$ cat src/rtl/bias_add_stage.sv
// bias_add_stage: adds a per-lane bias to an adder-tree output word and
// serialises the saturated lane results one beat per transfer.
// Optional feature: define BIAS_ADD_RELU_EN to clamp negative results to 0.
module bias_add_stage #(
    parameter int N_adder_tree = 16,
    parameter int DATA_W       = 18,
    localparam int LANE_W      = $clog2(N_adder_tree)
) (
    input  logic                           clk,
    input  logic                           rst,
    input  logic                           in_valid,
    output logic                           in_ready,
    input  logic [N_adder_tree*DATA_W-1:0] in_sum,
    input  logic [N_adder_tree*DATA_W-1:0] bias,
    output logic                           out_valid,
    input  logic                           out_ready,
    output logic signed [DATA_W-1:0]       out_data,
    output logic [LANE_W-1:0]              out_lane,
    output logic                           out_last
);

    localparam logic [LANE_W-1:0] LAST_LANE = LANE_W'(N_adder_tree - 1);

    typedef enum logic {
        S_IDLE,
        S_STREAM
    } state_t;

    state_t                    r_state;
    state_t                    w_state_next;
    logic [LANE_W-1:0]         r_lane;
    logic [LANE_W-1:0]         w_lane_next;
    logic signed [DATA_W-1:0]  r_buf [N_adder_tree];
    logic                      w_accept;
    logic                      w_beat;
    logic                      w_is_last;

    // Widen both operands by one sign bit so the sum never wraps, then clamp
    // to the DATA_W range when the two top bits disagree.
    function automatic logic signed [DATA_W-1:0] sat_add(
        input logic signed [DATA_W-1:0] a,
        input logic signed [DATA_W-1:0] b
    );
        logic signed [DATA_W:0] s;
        s = {a[DATA_W-1], a} + {b[DATA_W-1], b};
        if (s[DATA_W] != s[DATA_W-1]) begin
            if (s[DATA_W] == 1'b0) begin
                sat_add = {1'b0, {(DATA_W-1){1'b1}}};
            end else begin
                sat_add = {1'b1, {(DATA_W-1){1'b0}}};
            end
        end else begin
            sat_add = s[DATA_W-1:0];
        end
    endfunction

    // Activation applied after saturation; purely combinational, no latency.
    function automatic logic signed [DATA_W-1:0] act_fn(
        input logic signed [DATA_W-1:0] x
    );
`ifdef BIAS_ADD_RELU_EN
        act_fn = x[DATA_W-1] ? '0 : x;
`else
        act_fn = x;
`endif
    endfunction

    assign w_is_last = (r_lane == LAST_LANE);
    assign w_accept  = (r_state == S_IDLE) && in_valid;
    assign w_beat    = (r_state == S_STREAM) && out_ready;

    // Next-state and lane-counter logic; the lane counter only advances on
    // a completed transfer so stalled beats hold their lane.
    always_comb begin
        w_state_next = r_state;
        w_lane_next  = r_lane;
        case (r_state)
            S_IDLE: begin
                if (in_valid) begin
                    w_state_next = S_STREAM;
                    w_lane_next  = '0;
                end
            end
            S_STREAM: begin
                if (out_ready) begin
                    if (w_is_last) begin
                        w_state_next = S_IDLE;
                        w_lane_next  = '0;
                    end else begin
                        w_lane_next  = r_lane + 1'b1;
                    end
                end
            end
            default: begin
                w_state_next = S_IDLE;
                w_lane_next  = '0;
            end
        endcase
    end

    // State and lane registers; reset abandons any word in flight.
    always_ff @(posedge clk) begin
        if (rst) begin
            r_state <= S_IDLE;
            r_lane  <= '0;
        end else begin
            r_state <= w_state_next;
            r_lane  <= w_lane_next;
        end
    end

    // Lane buffer: bias is sampled only on the accept cycle.
    always_ff @(posedge clk) begin
        if (rst) begin
            for (int k = 0; k < N_adder_tree; k++) begin
                r_buf[k] <= '0;
            end
        end else if (w_accept) begin
            for (int k = 0; k < N_adder_tree; k++) begin
                r_buf[k] <= act_fn(sat_add(in_sum[k*DATA_W +: DATA_W],
                                           bias[k*DATA_W +: DATA_W]));
            end
        end
    end

    assign in_ready  = (r_state == S_IDLE);
    assign out_valid = (r_state == S_STREAM);
    assign out_lane  = r_lane;
    assign out_last  = out_valid && w_is_last;
    assign out_data  = out_valid ? r_buf[r_lane] : '0;

    // w_beat is kept for readability of the handshake; tie it off here.
    logic w_unused;
    assign w_unused = w_beat;

endmodule
$ cat config.mk
export PLATFORM = sky130hd
export DESIGN_NAME = bias_add_stage
export DESIGN_NICKNAME = d
export VERILOG_FILES = /design/src/rtl/bias_add_stage.sv
export SDC_FILE = /design/constraint.sdc
export NUM_CORES = 1
export LEC_CHECK = 0
export BUFFER_PORTS_ARGS = -buffer_cell sky130_fd_sc_hd__buf_2
export CELL_PAD_IN_SITES_DETAIL_PLACEMENT = 1
export CELL_PAD_IN_SITES_GLOBAL_PLACEMENT = 1
export CORE_UTILIZATION = 46
export DETAILED_ROUTE_END_ITERATION = 10
export HOLD_SLACK_MARGIN = 0.06
export PLACE_DENSITY = 0.86
export SLEW_MARGIN = 20
export SYNTH_ARGS = -nofsm -noshare
export SYNTH_HDL_FRONTEND = slang
export SYNTH_SLANG_ARGS = --single-unit
$ cat constraint.sdc
create_clock -name clk -period 19.9 [get_ports clk]
set_input_delay 0.995 -clock clk [delete_from_list [all_inputs] [get_ports clk]]
set_output_delay 0.995 -clock clk [all_outputs]
set_load 0.1 [all_outputs]
Word-level counts from Yosys, hierarchy flattened. Memories as Yosys holds them, arrays and structs flattened. A register that Yosys moved wholly into a read port is not among the register bits. Index checks and enable logic that the tools add are counted.

Output and inout port bits: 25. Memories: 1. Logic and storage cells: 155. RAM bits: 288. Register bits: 5.

$add $sub $neg: 17. Reduce and logical (&&, ||, !) cells: 3. Eq/ne operators: 19. Multiplexer cells: 96. Bitwise logic cells: 17.

Memories: r_buf (depth 16, width 18, read ports 1, clocked after memory_dff 1, write ports 16, RTL line 33) `logic signed [DATA_W-1:0] r_buf [N_adder_tree];`.

Operators with widths (count): 18-bit two-way mux (81); 18-bit by 18-bit adder with 19-bit output (16); 4-bit two-way mux (5); 1-bit inequality test (16); 1-bit OR (16); 1-bit two-way mux (8); 4-bit one-hot mux with 2 select lines (1); 4-bit by 1-bit adder with 4-bit output, second input constant (1); 4-bit equality test, second input constant (1); 2-bit inequality test, second input constant (2); 1-bit logical AND (2); 1-bit one-hot mux with 2 select lines (1); 2-bit AND reduction (1); 1-bit NOT (1).

Logic depth before layout (Yosys ltp).
Depth after elaboration: 6. Gate-level depth with buffers: 11.

Worst setup path after synthesis. OpenSTA, ideal clock, no wires.

Kind: input port to flip-flop. Start point: input port rst. End point: memory r_buf[0][0] (enable). Setup slack: 10.430 ns. Data arrival time: 8.768 ns. Data required time: 19.198 ns. Library setup time: 0.702 ns. Stages: 3. Cell sequence: clkbuf_1 clkbuf_1 nand2b_1.

RTL lines: from (decl) (RTL line 10) `input logic rst,`; to (decl) (RTL line 33).

==> impl_results.html <==
<table>
<tr><th>Metric</th><th>Value</th></tr>
<tr><th colspan="2">Power and ir drop</th></tr>
<tr><td>Power Internal</td><td>1.42 mW</td></tr>
<tr><td>PwrDens</td><td>70.2 nW/um2</td></tr>
<tr><td>Fraction of power spent switching nets</td><td>0.363</td></tr>
<tr><td>Clock network fraction of total power</td><td>0.240</td></tr>
<tr><td>VDD IR max</td><td>0.0000640 V</td></tr>
<tr><td>Fraction of power consumed by sequential logic</td><td>0.381</td></tr>
<tr><td>Total net switching power</td><td>0.808 mW</td></tr>
<tr><td>Static Leak</td><td>14.5 nW</td></tr>
<tr><td>Portion of total power attributed to combinational logic</td><td>0.379</td></tr>
<tr><th colspan="2">Placement</th></tr>
<tr><td>Number of placed instances with taps included</td><td>3996</td></tr>
<tr><td>Detailed Place HPWL</td><td>86200 um</td></tr>
<tr><td>Count of buffers from port buffering</td><td>604</td></tr>
<tr><td>Routability cong.</td><td>0.928</td></tr>
<tr><th colspan="2">Logic synthesis</th></tr>
<tr><td>Warnings, synthesis</td><td>0</td></tr>
<tr><td>Area share of the leading cell type in the synthesized netlist</td><td>0.319</td></tr>
<tr><td>Number of standard cells after synthesis</td><td>2698</td></tr>
<tr><td>Complex-gate fraction of the synthesized area</td><td>0.249</td></tr>
<tr><td>Number of synthesized register bits</td><td>297</td></tr>
<tr><td>Post-Synthesis Cell Area</td><td>27100 um2</td></tr>
<tr><td>Post-Synthesis Net Count</td><td>3583</td></tr>
<tr><td>Post-synthesis mux area share</td><td>0.0775</td></tr>
<tr><td>Simple logic cell fraction of the synthesized area</td><td>0.116</td></tr>
<tr><td>Top cells by area, synth</td><td>sky130_fd_sc_hd__edfxtp_1, sky130_fd_sc_hd__ha_1, sky130_fd_sc_hd__mux4_2, sky130_fd_sc_hd__a21o_1, sky130_fd_sc_hd__a21oi_1</td></tr>
<tr><td>Number of distinct library cell variants in the gate-level netlist after synthesis</td><td>78</td></tr>
<tr><td>Average instance area after synthesis</td><td>10.0 um2</td></tr>
<tr><td>Combinational family with the most area after synthesis</td><td>compound AO/OA/AOI/OAI gates</td></tr>
<tr><td>Sequential fraction of the synthesis area</td><td>0.326</td></tr>
<tr><td>Area share of fa/ha/maj cells after synthesis</td><td>0.145</td></tr>
<tr><td>Most area-hungry cell type in the Yosys netlist</td><td>sky130_fd_sc_hd__edfxtp_1</td></tr>
<tr><td>Number of flops mapped to enable cells by yosys</td><td>288</td></tr>
<tr><td>Post-synth top flop</td><td>sky130_fd_sc_hd__edfxtp_1</td></tr>
<tr><td>Async set or reset register ratio after synthesis</td><td>0</td></tr>
<tr><td>Xor/xnor share of the synthesized area</td><td>0.0650</td></tr>
<tr><th colspan="2">Route</th></tr>
<tr><td>Final routed wire length divided by cell count</td><td>25.7 um</td></tr>
<tr><td>Mean number of vias per cell</td><td>6.28</td></tr>
<tr><td>Violation count after the first detailed-route iteration</td><td>2048</td></tr>
<tr><td>ANT nets after route</td><td>0</td></tr>
<tr><td>Routed WL</td><td>104000 um</td></tr>
<tr><td>Detailed Routing Iterations Pass 1</td><td>5</td></tr>
<tr><td>Post-detailed-route DRC marker count</td><td>0</td></tr>
<tr><td>Routed vias</td><td>25442</td></tr>
<tr><th colspan="2">Clock network</th></tr>
<tr><td>Maximum level of the CTS H-tree</td><td>1</td></tr>
<tr><td>Clock-pin slew on the worst setup and hold paths</td><td>60 ps</td></tr>
<tr><td>Post-CTS setup buffer count</td><td>0</td></tr>
<tr><td>Clock sink count</td><td>297</td></tr>
<tr><td>Clock Latency Late Sink</td><td>570 ps</td></tr>
<tr><td>Clock tree from TritonCTS</td><td>yes</td></tr>
<tr><td>Clock root buffer</td><td>sky130_fd_sc_hd__clkbuf_16</td></tr>
<tr><td>Number of buffers on the longest clock path</td><td>3</td></tr>
<tr><td>TritonCTS Buffers</td><td>31</td></tr>
<tr><td>Cells resized by post-CTS repair</td><td>0</td></tr>
<tr><td>Post-CTS Hold Buffers</td><td>0</td></tr>
<tr><th colspan="2">Timing</th></tr>
<tr><td>Number of pins exceeding their max-slew limit in the final report</td><td>0</td></tr>
<tr><td>Final Skew</td><td>22.3 ps</td></tr>
<tr><td>F_max</td><td>219 MHz</td></tr>
<tr><td>Slew at the pin closest to its max-slew limit</td><td>1120 ps</td></tr>
<tr><td>Min Clock Period, post-route</td><td>4570 ps</td></tr>
<tr><td>Final setup violating endpoints</td><td>0</td></tr>
<tr><td>Relative slew slack</td><td>0.257</td></tr>
<tr><td>Share of the clock period used by the worst path</td><td>0.230</td></tr>
<tr><td>Final TNS setup</td><td>0 ps</td></tr>
<tr><td>Setup repair after global routing missed its margin</td><td>no</td></tr>
<tr><td>Count of final hold-check violations</td><td>0</td></tr>
<tr><th colspan="2">Cells and area</th></tr>
<tr><td># diodes</td><td>0</td></tr>
<tr><td>Commonest non-fill, non-tap cell in the layout</td><td>sky130_fd_sc_hd__buf_2</td></tr>
<tr><td>Ratio of cells with drive above 1 in the final layout</td><td>0.245</td></tr>
<tr><td>Area delta synth-&gt;final</td><td>17.1%</td></tr>
<tr><td>Commonest non-fill, non-tap cells in the layout</td><td>sky130_fd_sc_hd__buf_2, sky130_fd_sc_hd__a21oi_1, sky130_fd_sc_hd__ha_1</td></tr>
<tr><td>Number of fillers in the final layout</td><td>6731</td></tr>
<tr><td>Post-route insts no fill</td><td>4053</td></tr>
<tr><td>Final nets</td><td>4149</td></tr>
<tr><th colspan="2">Setup path</th></tr>
<tr><td>Cells along the critical path</td><td>buf_6 -&gt; mux4_2 -&gt; mux4_2 -&gt; and2_1 -&gt; buf_2</td></tr>
<tr><td>Worst reg-to-reg path cell count</td><td>6</td></tr>
<tr><td>Nature of the critical path startpoint</td><td>register</td></tr>
<tr><td>WP data arrival</td><td>3580 ps</td></tr>
<tr><td>R2r endpoint</td><td>r_buf[8][7]</td></tr>
<tr><td>Peak per-stage delay on the critical path</td><td>660 ps</td></tr>
<tr><td>Most common cell on crit path</td><td>sky130_fd_sc_hd__mux4_2</td></tr>
<tr><td>Endpoint required time on the critical path</td><td>18910 ps</td></tr>
<tr><td>Type of element capturing the critical path</td><td>output pin</td></tr>
<tr><td>Path type of the worst setup path</td><td>register to output pin</td></tr>
<tr><td>Critical path fanouts, max</td><td>54</td></tr>
<tr><td>Worst R2R Setup Slack</td><td>15970 ps</td></tr>
<tr><td>Slowest CP cell</td><td>sky130_fd_sc_hd__mux4_2</td></tr>
<tr><td>Critical R2R Launch</td><td>out_valid</td></tr>
<tr><th colspan="2">Worst hold path</th></tr>
<tr><td>Tightest Hold Check Type</td><td>register to register</td></tr>
<tr><td>Worst hold start</td><td>out_lane[3]</td></tr>
<tr><td>Hold-critical path endpoint</td><td>out_lane[3]</td></tr>
<tr><td>Hold-critical path depth</td><td>2</td></tr>
<tr><th colspan="2">Floorplan</th></tr>
<tr><td>Die boundary width</td><td>245 um</td></tr>
<tr><td>Placeable core region</td><td>57900 um2</td></tr>
<tr><td>Die span in y</td><td>245 um</td></tr>
<tr><td>I/O Pins</td><td>605</td></tr>
<tr><td>Die outline area</td><td>59800 um2</td></tr>
<tr><td>Placement row count</td><td>88</td></tr>
<tr><td>Starting density of the core</td><td>0.468</td></tr>
<tr><th colspan="2">GRT</th></tr>
<tr><td>Maximum number of pins on one net before global-route repair</td><td>96</td></tr>
<tr><td>Vias in the first global route</td><td>26197</td></tr>
<tr><td>Grt ovf</td><td>0</td></tr>
<tr><td>All-Layer GR Usage</td><td>0.338</td></tr>
<tr><td>Wire length of the first global-routing pass</td><td>156000 um</td></tr>
<tr><td>Initial antenna violation count</td><td>1</td></tr>
<tr><th colspan="2">Job</th></tr>
<tr><td>Max-cap violations</td><td>0</td></tr>
<tr><th colspan="2">Status</th></tr>
<tr><td>Run status</td><td>finished, final reports clean</td></tr>
</table>
## sequential cells by signal (all words and copies together), names as in the netlist, named ones only
register,cells
out_valid,1
r_buf,288
out_lane,4
## Yosys cell counts, drive strengths merged, types with 23 or more instances
| library cell | n |
|---|---|
| a211oi | 61 |
| a21o | 218 |
| a21oi | 290 |
| a31oi | 25 |
| and2 | 23 |
| and3 | 24 |
| buf | 35 |
| clkbuf | 45 |
| edfxtp | 288 |
| ha | 289 |
| inv | 62 |
| mux4 | 90 |
| nand2 | 136 |
| nand2b | 36 |
| nand3 | 101 |
| nand4 | 23 |
| nor2 | 144 |
| nor3 | 41 |
| o211ai | 23 |
| o21a | 31 |
| o21ai | 219 |
| o21bai | 31 |
| xnor2 | 121 |
| xor2 | 80 |
## per-layer routing
layer	global-route usage	share of wire	vias up
met5	0	0	-
met4	0.0980	0.032	0
met3	0.0303	0.062	158
met2	0.583	0.49	1000
met1	0.450	0.42	12629
li1	-	-	11655
## through the flow
step                       util  hold slack [ps]  total power [mW]  instance area [um2]  worst slack (ps)
final                     0.547              612              2.23                31700             15330
after global routing      0.547              638              2.31                31700             15150
after CTS                 0.547              599              2.21                31700             15020
after detailed placement  0.532              584              1.68                30800             15380
after global placement    0.532              577              1.65                30800             15560
after floorplan               -              997              1.38                27100             10430
## power groups by stage
stage | combinational [mW] | sequential, mW | clock (mW)
CTS | 0.834 | 0.846 | 0.530
finish | 0.844 | 0.849 | 0.534
global route | 0.907 | 0.851 | 0.554
detailed placement | 0.824 | 0.857 | 0
floorplan | 0.548 | 0.829 | 0
global placement | 0.798 | 0.852 | 0
## worst max-delay path by stage
| stage | endpoint | slack [ps] | cells after the start |
|---|---|---|---|
| 3_5_place_dp | r_buf[10][6] | 15380 | 5 |
| 5_1_grt | out_data[8] | 15150 | 5 |
| 3_3_place_gp | r_buf[5][16] | 15560 | 10 |
| 4_1_cts | out_data[8] | 15020 | 5 |
| 2_1_floorplan | r_buf[0][0] | 10430 | 3 |
| 6_report | out_data[8] | 15330 | 5 |
## critical path: cells and delay by family, from the launching register on
kind | cells | cell delay [ps]
buffers and inverters | 2 | 920
muxes | 2 | 1220
and+or+nand+nor | 1 | 220
DFF | 1 | 590
## cell type report
type / instances / area (um2) / share of cell area
multi-input combinational: 2259 / 17700 / 0.558
sequential: 297 / 8830 / 0.279
tap: 765 / 957 / 0.0302
clock buffer: 41 / 813 / 0.0257
inverter: 62 / 233 / 0.00734
timing repair buffer: 613 / 3100 / 0.0977
clock inverter: 16 / 78.8 / 0.00249
## logic make-up (layout without fill, tap and decap cells)
kind of cell,count (synthesis),after routing
xor gates and xnor gates,201,201
muxes,96,96
AOI/OAI and AO/OA,1031,1031
and+or+nand+nor,626,626
adders and majority gates,305,305
DFF,297,297
buffers and inverters,142,732
Power figures use the tool's default switching activity.
